==> src/rtl/fp_addsub_pkg.sv <==
// Shared constants and FSM encoding for the FP add/sub normalization sequencer.
// Defaults describe the double-precision datapath.
package fp_addsub_pkg;

   localparam int unsigned SW_DEF = 55;
   localparam int unsigned EW_DEF = 11;
   localparam int unsigned CW_DEF = 6;

   localparam logic [EW_DEF-1:0] EXP_MAX = '1;

   typedef enum logic [2:0] {
      StIdle   = 3'd0,
      StDetect = 3'd1,
      StShiftR = 3'd2,
      StShiftL = 3'd3,
      StDone   = 3'd4
   } state_e;

endpackage

==> src/rtl/norm_lzd.sv <==
// Combinational leading-zero detector; returns SW for an all-zero input.
// Shared between the add/sub and multiplier normalization paths.
module norm_lzd #(
   parameter int unsigned SW = 55,
   parameter int unsigned CW = 6
) (
   input  logic [SW-1:0] sig_i,
   output logic [CW-1:0] lz_o
);

   // Ascending scan: the highest set bit is the last one to write the count.
   always_comb begin
      lz_o = CW'(SW);
      for (int unsigned i = 0; i < SW; i++) begin
         if (sig_i[i]) begin
            lz_o = CW'(SW - 1 - i);
         end
      end
   end

endmodule

==> src/rtl/fp_addsub_norm_ctrl.sv <==
// Post-add/sub normalization sequencer: one right shift on carry-out, otherwise one
// LZD-driven left shift clamped by the exponent, with registered outputs and valid/ready.
module fp_addsub_norm_ctrl
   import fp_addsub_pkg::*;
#(
   parameter int unsigned SW = SW_DEF,
   parameter int unsigned EW = EW_DEF,
   parameter int unsigned CW = CW_DEF
) (
   input  logic          clk,
   input  logic          rst,
   input  logic          in_valid_i,
   output logic          in_ready_o,
   input  logic          carry_i,
   input  logic [SW-1:0] sig_i,
   input  logic [EW-1:0] exp_i,
   output logic          out_valid_o,
   input  logic          out_ready_i,
   output logic [SW-1:0] sig_o,
   output logic [EW-1:0] exp_o,
   output logic [CW-1:0] shift_o,
   output logic          zero_o,
   output logic          underflow_o,
   output logic          overflow_o
);

   localparam logic [EW:0] ExpMaxExt = {1'b0, {EW{1'b1}}};

   state_e        state_q, state_d;
   logic          carry_q, carry_d;
   logic [SW-1:0] sig_q, sig_d;
   logic [EW-1:0] exp_q, exp_d;
   logic [CW-1:0] lz_q, lz_d;
   logic [SW-1:0] rsig_q, rsig_d;
   logic [EW-1:0] rexp_q, rexp_d;
   logic [CW-1:0] rshift_q, rshift_d;
   logic          zero_q, zero_d;
   logic          uf_q, uf_d;
   logic          of_q, of_d;

   logic [CW-1:0] lz;
   logic [EW-1:0] lz_ext;
   logic [EW:0]   exp_inc;
   logic          lz_lt_exp;
   logic [CW-1:0] shamt;

   norm_lzd #(
      .SW (SW),
      .CW (CW)
   ) u_lzd (
      .sig_i (sig_q),
      .lz_o  (lz)
   );

   assign lz_ext    = {{(EW-CW){1'b0}}, lz_q};
   assign exp_inc   = {1'b0, exp_q} + {{EW{1'b0}}, 1'b1};
   assign lz_lt_exp = lz_ext < exp_q;
   // When clamped, exp_q <= lz_q, so its low CW bits carry the whole value.
   assign shamt     = lz_lt_exp ? lz_q : exp_q[CW-1:0];

   always_comb begin
      state_d  = state_q;
      carry_d  = carry_q;
      sig_d    = sig_q;
      exp_d    = exp_q;
      lz_d     = lz_q;
      rsig_d   = rsig_q;
      rexp_d   = rexp_q;
      rshift_d = rshift_q;
      zero_d   = zero_q;
      uf_d     = uf_q;
      of_d     = of_q;
      unique case (state_q)
         StIdle: begin
            if (in_valid_i) begin
               carry_d = carry_i;
               sig_d   = sig_i;
               exp_d   = exp_i;
               state_d = StDetect;
            end
         end
         StDetect: begin
            if (carry_q) begin
               state_d = StShiftR;
            end else if (lz == CW'(SW)) begin
               rsig_d   = '0;
               rexp_d   = '0;
               rshift_d = '0;
               zero_d   = 1'b1;
               uf_d     = 1'b0;
               of_d     = 1'b0;
               state_d  = StDone;
            end else begin
               lz_d    = lz;
               state_d = StShiftL;
            end
         end
         StShiftR: begin
            rshift_d = '0;
            zero_d   = 1'b0;
            uf_d     = 1'b0;
            if (exp_inc >= ExpMaxExt) begin
               rsig_d = '0;
               rexp_d = '1;
               of_d   = 1'b1;
            end else begin
               // Sticky bit keeps the inexact information lost from the two LSBs.
               rsig_d = {1'b1, sig_q[SW-1:2], sig_q[1] | sig_q[0]};
               rexp_d = exp_inc[EW-1:0];
               of_d   = 1'b0;
            end
            state_d = StDone;
         end
         StShiftL: begin
            rsig_d   = sig_q << shamt;
            rshift_d = shamt;
            zero_d   = 1'b0;
            of_d     = 1'b0;
            uf_d     = ~lz_lt_exp;
            rexp_d   = lz_lt_exp ? (exp_q - lz_ext) : '0;
            state_d  = StDone;
         end
         StDone: begin
            if (out_ready_i) begin
               zero_d  = 1'b0;
               uf_d    = 1'b0;
               of_d    = 1'b0;
               state_d = StIdle;
            end
         end
         default: state_d = StIdle;
      endcase
   end

   always_ff @(posedge clk) begin
      if (rst) begin
         state_q  <= StIdle;
         carry_q  <= 1'b0;
         sig_q    <= '0;
         exp_q    <= '0;
         lz_q     <= '0;
         rsig_q   <= '0;
         rexp_q   <= '0;
         rshift_q <= '0;
         zero_q   <= 1'b0;
         uf_q     <= 1'b0;
         of_q     <= 1'b0;
      end else begin
         state_q  <= state_d;
         carry_q  <= carry_d;
         sig_q    <= sig_d;
         exp_q    <= exp_d;
         lz_q     <= lz_d;
         rsig_q   <= rsig_d;
         rexp_q   <= rexp_d;
         rshift_q <= rshift_d;
         zero_q   <= zero_d;
         uf_q     <= uf_d;
         of_q     <= of_d;
      end
   end

   assign in_ready_o  = (state_q == StIdle);
   assign out_valid_o = (state_q == StDone);
   assign sig_o       = rsig_q;
   assign exp_o       = rexp_q;
   assign shift_o     = rshift_q;
   assign zero_o      = zero_q;
   assign underflow_o = uf_q;
   assign overflow_o  = of_q;

endmodule

==> config.mk <==
export PLATFORM = sky130hd
export DESIGN_NAME = fp_addsub_norm_ctrl
export DESIGN_NICKNAME = d
export VERILOG_FILES = /design/src/rtl/fp_addsub_pkg.sv /design/src/rtl/norm_lzd.sv /design/src/rtl/fp_addsub_norm_ctrl.sv
export SDC_FILE = /design/constraint.sdc
export NUM_CORES = 1
export LEC_CHECK = 0
export ABC_AREA = 1
export BUFFER_PORTS_ARGS = -buffer_cell sky130_fd_sc_hd__buf_2
export CORE_ASPECT_RATIO = 1.25
export CORE_MARGIN = 10
export CORE_UTILIZATION = 53
export CTS_BUF_LIST = sky130_fd_sc_hd__clkbuf_8 sky130_fd_sc_hd__clkbuf_16
export CTS_CLUSTER_DIAMETER = 50
export DETAILED_ROUTE_END_ITERATION = 12
export PLACE_DENSITY = 0.86
export SLEW_MARGIN = 25
export SYNTH_ARGS = -nofsm -noshare
export SYNTH_HDL_FRONTEND = slang
export SYNTH_HIERARCHICAL = 1
export SYNTH_SLANG_ARGS = --single-unit
==> constraint.sdc <==
create_clock -name clk -period 4.2 [get_ports clk]
set_input_delay 0.42 -clock clk [delete_from_list [all_inputs] [get_ports clk]]
set_output_delay 0.42 -clock clk [all_outputs]
set_load 0.03 [all_outputs]
# Yosys cells after proc, flatten, opt, wreduce, memory -nomap -nowiden
# Index checks and enable logic that the tools add are counted.
[totals] input_bits=71 regBits=151 wordCells=122 output_inout_bits=77
[op_classes] n_lt_le_gt_ge=2 bitwise=4 n_eq_ne=9 n_reduce_logical=11 muxes=82 add_sub_neg=2 shift=1
[ops] operator="6-bit 2-to-1 mux" n=35
[ops] operator="55-bit 2-to-1 mux" n=3
[ops] operator="55-bit case mux with 3 select lines" n=1
[ops] operator="5-bit 2-to-1 mux" n=16
[ops] operator="55-bit by 6-bit left shift with 55-bit output" n=1
[ops] operator="11-bit 2-to-1 mux" n=4
[ops] operator="11-bit case mux with 3 select lines" n=1
[ops] operator="3-bit 2-to-1 mux" n=8
[ops] operator="6-bit case mux with 3 select lines" n=1
[ops] operator="11-bit by 1-bit adder with 12-bit output (second input constant)" n=1
[ops] operator="12-bit by 11-bit >= comparator with 1-bit output (second input constant)" n=1
[ops] operator="3-bit case mux with 4 select lines" n=1
[ops] operator="6-bit by 11-bit < comparator with 1-bit output" n=1
[ops] operator="11-bit by 6-bit subtractor with 11-bit output" n=1
[ops] operator="1-bit case mux with 4 select lines" n=2
[ops] operator="4-bit AND reduction" n=2
[ops] operator="1-bit 2-to-1 mux" n=7
[ops] operator="3-bit by 2-bit == test with 1-bit output (second input constant)" n=2
[ops] operator="6-bit == test (second input constant)" n=1
[ops] operator="2-bit != test (second input constant)" n=3
[ops] operator="3-bit AND reduction" n=2
[ops] operator="3-bit nonzero test" n=2
[ops] operator="2-bit 2-to-1 mux" n=2
[ops] operator="2-bit AND reduction" n=2
[ops] operator="9 further kinds" n=11

# Depth between registers and ports, before layout
[depth] depth_word=59 ltp_mapped=63 ltp_nobuf=62

# Cells and area by module
# Netlist, hierarchy kept.
[modules_own_cells] mod="fp_addsub_norm_ctrl" seq_area_each_um2=3022.9 cells_per_inst=1664 area_per_inst_um2=10131.0 instances=1
[modules_own_cells] mod="norm_lzd" seq_area_each_um2=0.0 cells_per_inst=191 area_per_inst_um2=818.3 instances=1

# Least setup slack after synthesis
# No wires, ideal clock.
[synth_timing] path_kind="register to register" start="register sig_q[1]" end="register rexp_q[10] (netlist: exp_o[10])" path_stages_with_launch=64 t_required_ns=4.085 setup_ns=0.115 setup_slack_ns=-0.134 period_less_slack_ns=4.334 n_path_buf=1 t_arrival_ns=4.219 path_cell_list="dfxtp_1 > inv_1 > nand2_1 > nand2_1 > nand2_1 > nand2_1 > nand2_1 > nand2_1 > nand2_1 > nand2_1 > nand2_1 > nand2_1 > nand2_1 > nand2_1 > nand2_1 > nand2_1 > nand2_1 > nand2_1 > [... 28 more ...] > nand2_1 > nand2_1 > nand2_1 > nand2_1 > nand2_1 > nand2_1 > nand2_1 > nand2_1 > a21oi_2 > nand4_1 > or3b_2 > o21ai_0 > nand2_1 > clkbuf_1 > inv_1 > nor2_1 > o21ai_0 > inv_1"
[synth_via] elab_chain_cells=57
[synth_rtl] item="from (decl)" line_no="fp_addsub_norm_ctrl.sv:31" source="logic [SW-1:0] sig_q, sig_d;"
[synth_rtl] item="from (signal assigned)" line_no="fp_addsub_norm_ctrl.sv:151" source="sig_q <= sig_d;"
[synth_rtl] item="2-bit 2-to-1 mux (2 in a row)" line_no="norm_lzd.sv:15" source="if (sig_i[i]) begin"
[synth_rtl] item="3-bit 2-to-1 mux (4 in a row)" line_no="norm_lzd.sv:15"
[synth_rtl] item="5-bit 2-to-1 mux (16 in a row)" line_no="norm_lzd.sv:15"
[synth_rtl] item="6-bit 2-to-1 mux (32 in a row)" line_no="norm_lzd.sv:15"
[synth_rtl] item="via lz[0]" line_no="fp_addsub_norm_ctrl.sv:41" source="logic [CW-1:0] lz;"
[synth_rtl] item="6-bit == test" line_no="fp_addsub_norm_ctrl.sv:85" source="end else if (lz == CW'(SW)) begin"
[synth_rtl] item="2-bit != test (no line)"
[synth_rtl] item="3-bit AND reduction (no line)"
[synth_rtl] item="to (signal assigned)" line_no="fp_addsub_norm_ctrl.sv:155" source="rexp_q <= rexp_d;"
[synth_rtl] item="to (decl)" line_no="fp_addsub_norm_ctrl.sv:35" source="logic [EW-1:0] rexp_q, rexp_d;"
# The timed path passes the listed nets, and every way through them passes these cells.
# A chain may end at the register's enable or synchronous reset.

# Worst setup path after layout
[layout_timing] start="register sig_q[9]" end="register rsig_q[9] (netlist: sig_o[9])"
[layout_via] elab_chain_cells=49 elab_cells_between_ends=51 cone_classes="eq/ne (2); shift (1); mux (47); reduce/logical (1)"
[layout_rtl] item="5-bit 2-to-1 mux (14 in a row)" line_no="norm_lzd.sv:15"
[layout_rtl] item="6-bit 2-to-1 mux (32 in a row)" line_no="norm_lzd.sv:15"
[layout_rtl] item="via lz[0]" line_no="fp_addsub_norm_ctrl.sv:41"
[layout_rtl] item="6-bit == test" line_no="fp_addsub_norm_ctrl.sv:85"
[layout_rtl] item="2-bit != test (no line)"
[layout_rtl] item="3-bit AND reduction (no line)"
[layout_rtl] item="to (signal assigned)" line_no="fp_addsub_norm_ctrl.sv:154" source="rsig_q <= rsig_d;"
[layout_rtl] item="to (decl)" line_no="fp_addsub_norm_ctrl.sv:34" source="logic [SW-1:0] rsig_q, rsig_d;"
# The timed path passes the listed nets, and every way through them passes these cells.

==> impl_metrics.py <==
metrics = {
    "worst_setup_path": {
        "critical_path_class": "reg -> reg",
        "timing.critical_path.slowest_stage_cell": "dfxtp_1",
        "regToRegStartpoint": "sig_q[9]$_SDFFE_PP0P_",
        "cp_slowest_stage_delay_ns": 0.51,
        "worstPathRequired_ns": 4.54,
        "nature_of_the_critical_path_startpoint": "flop",
        "critical_path_arrival_ns": 5.00,
        "worstSetupStartpoint": "sig_q[9]$_SDFFE_PP0P_",
        "crit_path_max_fanout": 7,
        "critical-path-top-cell-by-count": "nand2_1",
        "timing.critical_path.buf_inv": 4,
        "critical_path.top_delay_family": "simple AND/OR/NAND/NOR gates",
        "cp_capture_type": "flop",
    },
    "cells_and_area": {
        "nets": 2070,
        "share_of_post_route_cells_with_drive_strength_above_1_pct": 17.9,
        "most_common_cell_after_layout_fill_and_taps_aside": "nand2_1",
        "design_area_sq_um": 13200,
        "final-instance-count-excl-fill": 2271,
        "area.growth.synth_to_final_pct": 20.3,
        "number_of_diodes_added_for_antenna_fixing": 0,
        "mostFrequentLayoutCells": "566 x nand2_1, 436 x nand3_1, 162 x inv_1, 149 x dfxtp_1, 147 x buf_2",
    },
    "cts": {
        "cts_hold_buffers": 0,
        "tritoncts": "done",
        "ctsRootBufferMaster": "clkbuf_16",
        "cts_inserted_buffers": 17,
        "cts-root-to-sink-buffers": 2,
        "worstSkewPairLatency_ns": 0.45,
        "cts.sinks": 151,
        "path_clk_slew_ns": 0.07,
        "cts_max_level": 4,
    },
    "sta": {
        "maximum_frequency_from_static_timing_analysis_mhz": 215,
        "clock_skew_ns": 0.0108,
        "slew-limit-headroom_pct": 45.8,
        "fin_ws_ns": -0.459,
        "final-hold-violation-count": 0,
        "layout_worst_path_cycle_share_pct": 111,
        "rsz0062_at_grt": "true",
        "timing.final.setup_violations": 80,
        "tightestPinTransition_ns": 0.810,
        "slew_violations": 0,
        "final_period_minus_worst_setup_slack_ns": 4.66,
    },
    "placement": {
        "place.port_buffers": 147,
        "gpl.final_weighted_congestion": 1.04,
        "place_worst_setup_slack_ns": -0.254,
        "placed_cells": 2229,
        "hpwlAfterDp_mm": 37.2,
        "placed_area_sq_um": 12100,
    },
    "die": {
        "core.rowCount": 58,
        "design.core.area_sq_um": 20200,
        "die_x_um": 149,
        "floorplan.die_area_sq_um": 26800,
        "i_o_pin_cnt": 148,
        "chipHeight_um": 181,
        "initial_core_utilization_pct": 54.1,
    },
    "synth": {
        "postSynthAreaPerCell_sq_um": 5.90,
        "synthArstFlopShare_pct": 0,
        "syn-num-nets": 1935,
        "synth.ff_latch_count": 151,
        "synth-edff-count": 0,
        "synth-seq-area-share_pct": 27.6,
        "synthesis.instances": 1855,
        "synth_cell_types": 45,
        "synth.cell_area_sq_um": 10900,
        "ys_warn_count": 6,
        "synth-main-ff-cell": "dfxtp_1",
    },
    "routing": {
        "avgViaCountPerCell": 6.05,
        "totalWireLength_mm": 50.2,
        "routedWlPerCell_um": 22.1,
        "dr_total_vias": 13734,
        "remaining_drc_errors": 0,
        "firstDrtPassIters": 7,
        "ant_nets": 0,
        "drt_iter0_markers": 1639,
    },
    "global_routing": {
        "grt_first_pass_wirelength_mm": 75.1,
        "first_global_vias": 12903,
        "globalRoute.totalOverflow": 0,
        "grt_start_max_net_pins": 70,
        "antenna_found_initial": 0,
        "track_usage_pct": 35.9,
    },
    "worst_hold_path": {
        "hold_path.startpoint": "sig_i[50]",
        "hold_path.class": "in -> reg",
    },
    "outcome": {
        "violations": "negative setup slack",
        "outcome": "finished, violations left",
    },
    "flow_run": {
        "max_cap_violations": 0,
    },
}
## through the flow
| step | hold slack (ns) | util, % | TNS (ns) |
|---|---|---|---|
| CTS | 0.242 | 63.6 | -10.33 |
| floorplan | 0.458 | - | 0 |
| finish | 0.236 | 65.1 | -24.68 |
| global route | 0.256 | 65.1 | -65.61 |
| detailed placement | 0.453 | 59.8 | -13.75 |
| global placement | 0.447 | 59.8 | -10.77 |
## cell type report
type	count	area, sq um
clock inverters	12	168
flip-flops and latches	151	3030
fillers	1922	7070
repair buffers	226	1550
clock buffers	18	439
inverters	188	778
multi-input cells	1406	6880
well taps	270	338
## logic make-up (layout without fill, tap and decap cells)
| logic type | after synthesis | in the layout | share of synthesized area, % |
|---|---|---|---|
| AOI/OAI and AO/OA | 220 | 220 | 11.6 |
| and+or+nand+nor | 1167 | 1167 | 46.7 |
| xor gates and xnor gates | 10 | 10 | 0.800 |
| adders and majority gates | 9 | 9 | 1.10 |
| buffers and inverters | 298 | 444 | 12.2 |
| DFF | 151 | 151 | 27.6 |
## what timing repair did
item | in CTS | in global routing
gates cloned | 3 | 2
setup endpoints to repair | 76 | 84
resized for setup | 16 | 72
buffers inserted | 5 | 4
pin swaps | 4 | 12
## flip-flops by register name, indices dropped and copies added, names as in the netlist
| register | cells |
|---|---|
| state_q | 3 |
| exp_o | 11 |
| sig_o | 55 |
| sig_q | 55 |
| carry_q | 1 |
| underflow_o | 1 |
| lz_q | 6 |
| shift_o | 6 |
| exp_q | 11 |
| overflow_o | 1 |
| zero_o | 1 |
## tightest hold or removal path: cells and delay by family
kind | cells | cell delay, ns
buf+inv | 1 | 0.10
simple gates | 1 | 0.07
compound gates | 1 | 0.06
## final timing paths
path	cells after the start	slack, ns	to
hold reg to reg	2	0.46	overflow_o$_SDFFE_PP0P_
setup / recovery	56	-0.46	sig_o[9]$_SDFFE_PP0P_
setup reg to reg	56	-0.46	sig_o[9]$_SDFFE_PP0P_
hold / removal	3	0.24	sig_q[50]$_SDFFE_PP0P_
## per-layer routing
layer	vias up	part of all wire (%)	GRT usage [%]
met2	800	47	59.6
met4	0	9.5	29.6
li1	6371	-	-
met1	6334	35	38.7
met5	-	0	0
met3	229	7.5	6.63
## cells in the mapped netlist (all sizes together), types with 2 or more instances
library cell | count | area share, %
a211oi | 2 | 0.14
o211ai | 35 | 2.4
clkbuf | 52 | 1.8
a31oi | 10 | 0.57
inv | 182 | 6.2
nor2 | 87 | 3.1
o21ai | 77 | 3.9
bufinv | 5 | 0.80
a21oi | 90 | 4.1
nand4 | 17 | 1.0
o31ai | 2 | 0.14
nand3b | 2 | 0.14
buf | 58 | 3.3
dfxtp | 151 | 28
ha | 8 | 0.91
nor3 | 6 | 0.41
xor2 | 9 | 0.72
nand2 | 608 | 21
nand3 | 444 | 21
nor4 | 2 | 0.11
Power is left out: the tool's default activity adds up to more than one toggle a clock period on the data nets, which glitch-free logic cannot reach.
